$ cat src/rtl/chan_err_inj.sv
// Channel impairment between convolutional encoder and Viterbi decoder: LFSR-gated
// bit flips (single / all / burst) with saturating error statistics. Optional CHAN_ERR_INJ_FORCE_EN adds force_i.
module chan_err_inj #(
   parameter int          W       = 2,
   parameter int          LFSR_W  = 16,
   parameter int          RATE_W  = 8,
   parameter int          BURST_W = 4,
   parameter int          CT_W    = 16,
   parameter logic [15:0] SEED    = 16'hACE1
) (
   input  logic              clk,
   input  logic              rst,
   input  logic              valid_i,
   input  logic [W-1:0]      sym_i,
   input  logic [1:0]        mode_i,
   input  logic [RATE_W-1:0] rate_i,
   input  logic [BURST_W-1:0] burst_len_i,
   input  logic              clr_i,
`ifdef CHAN_ERR_INJ_FORCE_EN
   input  logic              force_i,
`endif
   output logic              valid_o,
   output logic [W-1:0]      sym_o,
   output logic [W-1:0]      err_mask_o,
   output logic [CT_W-1:0]   word_ct_o,
   output logic [CT_W-1:0]   inj_sym_ct_o,
   output logic [CT_W-1:0]   inj_bit_ct_o
);

   localparam int IDX_W = $clog2(W);
   localparam int PC_W  = $clog2(W + 1);
   localparam logic [LFSR_W-1:0] TAPS = 16'hB400;

   typedef enum logic {S_IDLE, S_BURST} state_t;

   state_t              state_q;
   logic [BURST_W-1:0]  rem_q;
   logic [LFSR_W-1:0]   lfsr_q, lfsr_d;
   logic                valid_q;
   logic [W-1:0]        sym_q, mask_q, mask_d, one_hot;
   logic [CT_W-1:0]     word_ct_q, inj_sym_ct_q, inj_bit_ct_q;
   logic                rate_hit, trig, in_burst;
   logic [BURST_W-1:0]  burst_rem_d;
   logic [PC_W-1:0]     pop_cnt;

   function automatic logic [CT_W-1:0] sat_add(input logic [CT_W-1:0] a, input logic [CT_W-1:0] b);
      logic [CT_W:0] s;
      s = {1'b0, a} + {1'b0, b};
      return s[CT_W] ? {CT_W{1'b1}} : s[CT_W-1:0];
   endfunction

   always_comb begin
      rate_hit = (rate_i == {RATE_W{1'b1}}) || (lfsr_q[RATE_W-1:0] < rate_i);
`ifdef CHAN_ERR_INJ_FORCE_EN
      trig = valid_i & ~clr_i & (rate_hit | force_i);
`else
      trig = valid_i & ~clr_i & rate_hit;
`endif
      // a burst only survives while mode 3 stays selected
      in_burst    = (state_q == S_BURST) && (mode_i == 2'd3);
      one_hot     = W'(1) << lfsr_q[LFSR_W-1 -: IDX_W];
      burst_rem_d = (burst_len_i == '0) ? '0 : burst_len_i - 1'b1;
      lfsr_d      = lfsr_q[0] ? ((lfsr_q >> 1) ^ TAPS) : (lfsr_q >> 1);
      mask_d      = '0;
      case (mode_i)
         2'd1:    if (trig) mask_d = one_hot;
         2'd2:    if (trig) mask_d = '1;
         2'd3:    if (in_burst ? (valid_i & ~clr_i) : trig) mask_d = '1;
         default: mask_d = '0;
      endcase
      pop_cnt = '0;
      for (int k = 0; k < W; k++) pop_cnt = pop_cnt + PC_W'(mask_d[k]);
   end

   always_ff @(posedge clk or negedge rst) begin
      if (!rst) begin
         state_q      <= S_IDLE;
         rem_q        <= '0;
         lfsr_q       <= SEED;
         valid_q      <= 1'b0;
         sym_q        <= '0;
         mask_q       <= '0;
         word_ct_q    <= '0;
         inj_sym_ct_q <= '0;
         inj_bit_ct_q <= '0;
      end else begin
         valid_q <= valid_i;
         if (clr_i) begin
            state_q      <= S_IDLE;
            rem_q        <= '0;
            lfsr_q       <= SEED;
            word_ct_q    <= '0;
            inj_sym_ct_q <= '0;
            inj_bit_ct_q <= '0;
            if (valid_i) begin
               sym_q  <= sym_i;
               mask_q <= '0;
            end
         end else begin
            if (valid_i) begin
               sym_q        <= sym_i ^ mask_d;
               mask_q       <= mask_d;
               lfsr_q       <= lfsr_d;
               word_ct_q    <= sat_add(word_ct_q, CT_W'(1));
               inj_sym_ct_q <= sat_add(inj_sym_ct_q, CT_W'(|mask_d));
               inj_bit_ct_q <= sat_add(inj_bit_ct_q, CT_W'(pop_cnt));
            end
            if (mode_i != 2'd3) begin
               state_q <= S_IDLE;
            end else if (valid_i) begin
               if (state_q == S_BURST) begin
                  rem_q <= rem_q - 1'b1;
                  if (rem_q == BURST_W'(1)) state_q <= S_IDLE;
               end else if (trig) begin
                  rem_q <= burst_rem_d;
                  if (burst_rem_d != '0) state_q <= S_BURST;
               end
            end
         end
      end
   end

   assign valid_o      = valid_q;
   assign sym_o        = sym_q;
   assign err_mask_o   = mask_q;
   assign word_ct_o    = word_ct_q;
   assign inj_sym_ct_o = inj_sym_ct_q;
   assign inj_bit_ct_o = inj_bit_ct_q;

endmodule
$ cat config.mk
export PLATFORM = sky130hd
export DESIGN_NAME = chan_err_inj
export DESIGN_NICKNAME = d
export VERILOG_FILES = /design/src/rtl/chan_err_inj.sv
export SDC_FILE = /design/constraint.sdc
export NUM_CORES = 1
export LEC_CHECK = 0
export ABC_AREA = 1
export ABC_CLOCK_PERIOD_IN_PS = 3400
export CAP_MARGIN = 10
export CORE_ASPECT_RATIO = 0.6
export CORE_MARGIN = 1.5
export CORE_UTILIZATION = 43
export DETAILED_ROUTE_END_ITERATION = 10
export GPL_TIMING_DRIVEN = 0
export PLACE_DENSITY = 0.67
export SYNTH_ARGS = -nofsm -noshare
export SYNTH_HDL_FRONTEND = slang
export SYNTH_SLANG_ARGS = --single-unit
$ cat constraint.sdc
create_clock -name clk -period 3.4 [get_ports clk]
set_input_delay 0.68 -clock clk [delete_from_list [all_inputs] [get_ports clk]]
set_output_delay 0.68 -clock clk [all_outputs]
set_load 0.05 [all_outputs]
### Word-level counts from Yosys, hierarchy flattened

Index checks and enable logic that the tools add are counted.

* word-level logic and storage cells: 74
* flip-flop bits (word level): 74
* output and inout bits: 53
* bits of input ports: 20

* shift operators: 1
* eq/ne operators: 7
* bitwise logic cells: 5
* multiplexer cells: 36
* reduce and logical (&&, ||, !) cells: 9
* $lt $le $gt $ge: 1
* add/sub/neg operators: 6

Operator list (number)
* $mux W16: 12
* $mux W4: 6
* $mux W2: 9
* $add A16 B1 Y17: 1
* $add A16 B1 Y17 const B: 1
* $add A16 B2 Y17: 1
* $eq A8 B8 Y1 const B: 1
* $lt A8 B8 Y1: 1
* $mux W1: 8
* $sub A4 B1 Y4 const B: 2
* $pmux W2 S3: 1
* $reduce_bool A3 Y1: 2
* $eq A2 B2 Y1 const B: 2
* $eq A4 B1 Y1 const B: 1
* $logic_not A4 Y1: 1
* $ne A2 B2 Y1 const B: 2
* $not A3 Y4: 1
* $reduce_bool A4 Y1: 1
* $reduce_and A3 Y1: 1
* $add A1 B1 Y2: 1
* $and A1 B1 Y1: 2
* $eq A2 B1 Y1 const B: 1
* $reduce_bool A2 Y1: 1
* $reduce_or A2 Y1: 1
* other kinds (5): 5

### Logic depth before layout (Yosys ltp)

* depth in word-level cells: 11
* gate-level depth with buffers: 22
* depth with buffers taken out: 22

### Worst setup path before layout

OpenSTA, ideal clock, no wires.

* path kind: input to register
* start point: input rate_i[5]
* end point: register inj_bit_ct_q[14], in the netlist inj_bit_ct_o[14]
* arrival: 3079 ps
* library setup time: 127 ps
* cell stages on the path: 20
* path slack: 194 ps
* buffers on the path: 0
* required time: 3273 ps
* cell sequence: inv_1 ha_1 a21oi_1 nor2_1 nor3_1 nand2_1 nand2_1 nand4_1 nand3_1 fa_1 ha_1 nand3_2 nor3_4 nand2_4 nor2_4 nand3_1 nand2_1 nand3_1 nand2_1 o21ai_1

* word-level cells in the longest chain between the ends: 11
* elaborated cells on any way between the ends: 14
* those cells by class: add/sub (2); order compare (1); eq/ne (1); mux (8); bitwise (1); reduce/logical (1)

RTL lines
* start: declaration: line 16 `input logic [RATE_W-1:0] rate_i,`
* $lt A8 B8 Y1 or $eq A8 B8 Y1 (tied branches): line 53 `rate_hit = (rate_i == {RATE_W{1'b1}}) || (lfsr_q[RATE_W-1:0] < rate_i);`
* $logic_or A1 B1 Y1 (*): line 53
* $and A1 B1 Y1 (*): line 57 `trig = valid_i & ~clr_i & rate_hit;`
* $mux W1: line 68 `2'd3: if (in_burst ? (valid_i & ~clr_i) : trig) mask_d = '1;`
* $mux W2: line 68
* $pmux W2 S3 (*): line 65 `case (mode_i)`
* $add A1 B1 Y2 (*): line 72 `for (int k = 0; k < W; k++) pop_cnt = pop_cnt + PC_W'(mask_d[k]);`
* $add A16 B2 Y17 (*): line 48 `s = {1'b0, a} + {1'b0, b};`
* $mux W16 (*): line 49 `return s[CT_W] ? {CT_W{1'b1}} : s[CT_W-1:0];`
* $mux W16 (*): line 100 `if (valid_i) begin`
* $mux W16 (*): line 88 `if (clr_i) begin`
* end signal: assignment: line 106 `inj_bit_ct_q <= sat_add(inj_bit_ct_q, CT_W'(pop_cnt));`
* end: declaration: line 41 `logic [CT_W-1:0] word_ct_q, inj_sym_ct_q, inj_bit_ct_q;`

Mark *: on every way between the ends. The rest lies on a longest branch, timed or not. The select of a mux whose other input is x is not followed.
A chain may end at the register's enable or synchronous reset.

### Worst setup path after layout

* start point: input rate_i[5]
* end point: register inj_sym_ct_q[12], in the netlist inj_sym_ct_o[12]

* word-level cells in the longest chain between the ends: 11
* elaborated cells on any way between the ends: 14
* those cells by class: add/sub (1); order compare (1); eq/ne (1); mux (8); bitwise (1); reduce/logical (2)

RTL lines
* $lt A8 B8 Y1 or $eq A8 B8 Y1 (tied branches): line 53
* $logic_or A1 B1 Y1 (*): line 53
* $and A1 B1 Y1 (*): line 57
* $mux W1: line 68
* $mux W2: line 68
* $pmux W2 S3 (*): line 65
* $reduce_or A2 Y1 (*): line 105 `inj_sym_ct_q <= sat_add(inj_sym_ct_q, CT_W'(|mask_d));`
* $add A16 B1 Y17 (*): line 48
* $mux W16 (*): line 49
* $mux W16 (*): line 100
* $mux W16 (*): line 88
* end signal: assignment: line 105
* end: declaration: line 41

Marked as above.

==> impl_metrics.yaml <==
sta:
  tightest_slew_ns: 0.725
  clock_skew_ns: 0.00659
  fin_crit_ns: 3.22
  final.period_utilization_pct: 94.7
  whs_ns: 0.219
  fmax_mhz: 311
  tns_ns: 0
  fin_ws_ns: 0.180
  relSlewSlack_pct: 51.3
  slew_viol_final: 0
  hold_violations: 0
  finalSetupViolCount: 0
global_route:
  antenna_found_initial: 0
  grt-ovfl-total: 0
  grt_pass1_vias: 3989
  grt_util_all_layers_pct: 23.2
  grt_max_degree: 59
  grt_pass1_wl_mm: 19.7
routing:
  via_per_inst: 5.30
  vias: 4267
  detail-route-antenna-nets: 0
  wl_met1_mm: 5.93
  drc_errors: 0
  finalWirelength_mm: 12.3
  highest_layer: "met4"
  wl_per_cell_um: 15.3
  firstDrtPassIters: 5
  wl_met2_mm: 5.47
  route.met3.wl_um: 876
  drt_iter0_drc: 254
power:
  switching_share_pct: 25.8
  pwr-share-comb_pct: 12.7
  power_switching_w: 0.000536
  power_density_nw_per_um2: 344
  total_power_w: 0.00208
  p_int_w: 0.00154
  vdd_drop_max_mv: 0.237
  power_leakage_nw: 2.80
  pwr-share-clk_pct: 42.6
  pwr-share-seq_pct: 44.8
worst_setup_path:
  required_ns: 3.59
  crit_path_max_incr_delay_ns: 0.29
  path_common_cell: "nand3_4"
  crit_family: "simple AND/OR/NAND/NOR gates"
  crit_type: "input pin to flip-flop"
  crit_chain: "dlygate4sd2_1 > inv_2 > ha_4 > a21oi_2 > nor2_1 > nor3_2 > nand2_2 > nand2_4 > nand4_1 > buf_4 > nand3_4 > ha_4 > nand3_4 > nor3_4 > nand3_4 > nor2_4 > nand2_2 > nor3_1 > o22ai_1"
  cp_slowest_cell: "nor3_4"
  path_buf_inv: 3
  cp.arrival_ns: 3.41
  end_kind: "flip-flop"
  crit_fanout: 4
  cp-start-kind: "input pin"
die:
  initial_core_util_pct: 44.5
  die_w_um: 134
  ios: 73
  fp.dieH_um: 81.6
  die_area_um2: 10900
  num_rows: 28
  core_area_um2: 9950
placement:
  dpl.hpwl_mm: 8.58
  io_buffer_count: 72
  dp.cells: 766
  pre_cts_slack_ns: -0.606
  place.gp.congestion: 0.907
final_layout:
  nets: 700
  n_antenna_cell: 0
  regArea_um2: 1860
  area_growth_pct: 36.2
  layout.cells.non_filler: 805
  multi_input_area_um2: 2420
  fillers: 825
  drive_gt1_share_pct: 18.1
synth:
  synth_area_leaders: "dfrtp_1, nand2_1, o21ai_0, inv_1, dfstp_2"
  syn_avg_cell_area_um2: 7.94
  synth_edf_count: 0
  yosysSeqAreaShare_pct: 42.0
  syn_nets: 593
  synth-main-ff-cell: "dfrtp_1"
  synth_seq_cells: 74
  yosysTopAreaCellShare_pct: 37.3
  yosys_warnings: 0
  synthDistinctLibCells: 41
  netlist_area_um2: 4430
  synthCells: 558
  synth_area_leader_cell: "dfrtp_1"
  async_reset_ff_share_pct: 100
clock_tree:
  cts_tree: "yes"
  cts_buffers: 9
  htree_num_levels: 3
  root_buffer: "clkbuf_16"
  clock-sinks: 74
  clock_latency_ns: 0.34
  clkSlewWorstSetupHoldPaths_ns: 0.06
  cts_buffer_depth: 2
  postCtsHoldBufs: 0
hold_path:
  holdCritPathClass: "input pin to async pin"
run:
  drv_cap: 0
run_status:
  outcome: "complete, no violations"
## sequential cells by signal, indices dropped and copies added (netlist names)
signal	cells
err_mask_o	2
inj_bit_ct_o	16
inj_sym_ct_o	16
lfsr_q	16
rem_q	4
state_q	1
sym_o	2
valid_o	1
word_ct_o	16
## layer usage
metal	GRT usage (%)	vias up
met4	4.41	0
met2	35.5	151
li1	-	2062
met1	33.5	2043
met5	0	-
met3	6.11	11
## power groups by stage
stage / clock (W) / sequential, W / combinational, W
after floorplan: 0 / 0.000973 / 0.0000984
after global placement: 0 / 0.000943 / 0.000225
after detailed placement: 0 / 0.000943 / 0.000236
after CTS: 0.000901 / 0.000929 / 0.000253
after global routing: 0.000940 / 0.000933 / 0.000289
final: 0.000884 / 0.000930 / 0.000264
## layout make-up
class | instances | area share [%]
multi-input combinational | 383 | 40.2
sequential | 74 | 30.8
timing repair buffer | 94 | 15.0
inverter | 90 | 5.68
clock buffer | 16 | 4.50
tap | 135 | 2.80
buffer | 11 | 0.726
timing repair inverter | 2 | 0.228
## synthesized netlist by cell type, types with 2 or more instances
master / n
o22ai_1: 14
dfstp_2: 8
nand2_2: 3
nand4_1: 9
xor2_1: 22
nand2_1: 118
or2_2: 2
clkbuf_1: 9
o21ai_0: 64
nor2_4: 7
buf_2: 2
nor4_1: 4
a22oi_1: 5
dfrtp_1: 66
inv_2: 7
inv_1: 81
nor2_1: 30
o2111ai_1: 2
nor3_1: 10
nand3_1: 26
o21ai_1: 10
ha_1: 14
nor2_2: 4
nand3_2: 11
nor3_2: 5
a21oi_1: 10
## kinds of logic (layout without fill, tap and decap cells)
group / after synthesis / after routing / synth area share, %
buffers and inverters: 101 / 213 / 8.73
muxes: 1 / 1 / 0.226
and+or+nand+nor: 233 / 233 / 26.2
AOI/OAI and AO/OA: 112 / 112 / 14.1
xor gates and xnor gates: 22 / 22 / 4.35
DFF: 74 / 74 / 42.0
adders and majority gates: 15 / 15 / 4.41
## final timing paths
kind | depth (start not counted) | slack (ns) | from | to
max | 19 | 0.18 | rate_i[5] | inj_sym_ct_o[12]$_DFFE_PN0P_
min reg2reg | 2 | 0.48 | rem_q[3]$_DFFE_PN0P_ | rem_q[3]$_DFFE_PN0P_
max reg2reg | 17 | 0.26 | lfsr_q[5]$_DFFE_PN1P_ | inj_sym_ct_o[12]$_DFFE_PN0P_
min in group clk | 2 | 0.48 | rem_q[3]$_DFFE_PN0P_ | rem_q[3]$_DFFE_PN0P_
max in group asynchronous | 2 | 2.54 | rst | lfsr_q[6]$_DFFE_PN1P_
min | 1 | 0.22 | rst | inj_bit_ct_o[14]$_DFFE_PN0P_
## placed cells by master, fill, tap and decap left out, types with 9 or more instances in the layout
cell and count:
a21oi_1 9, buf_4 22, clkbuf_1 14, clkbuf_16 9, clkdlybuf4s50_1 63, dfrtp_1 66
inv_1 75, inv_2 13, nand2_1 113, nand3_1 20, nand3_4 9, nand4_1 9
nor2_1 27, nor2_4 10, nor3_1 9, o21ai_0 54, o21ai_1 20, o22ai_1 14
xor2_1 22
## per-stage QoR
| stage | utilization, % | instance area (um2) |
|---|---|---|
| detailed placement | 53.7 | 5350 |
| CTS | 58.7 | 5840 |
| global placement | 53.5 | 5320 |
| finish | 60.7 | 6040 |
| floorplan | - | 4430 |
| global route | 60.7 | 6040 |
## repair_timing
| action | CTS | global route |
|---|---|---|
| endpoints found under the setup margin | 31 | 32 |
| gates resized for setup | 33 | 36 |
| cloned | 2 | 0 |
| setup buffers | 10 | 11 |
| pin swaps | 20 | 21 |
## worst register-to-register path: cells and delay by family, from the launching register on
| family | cells | cell delay, ns |
|---|---|---|
| buffers and inverters | 1 | 0.22 |
| DFF | 1 | 0.56 |
| and+or+nand+nor | 12 | 1.67 |
| AOI/OAI and AO/OA | 2 | 0.20 |
| adders and majority gates | 2 | 0.37 |
Power figures use the tool's default switching activity.
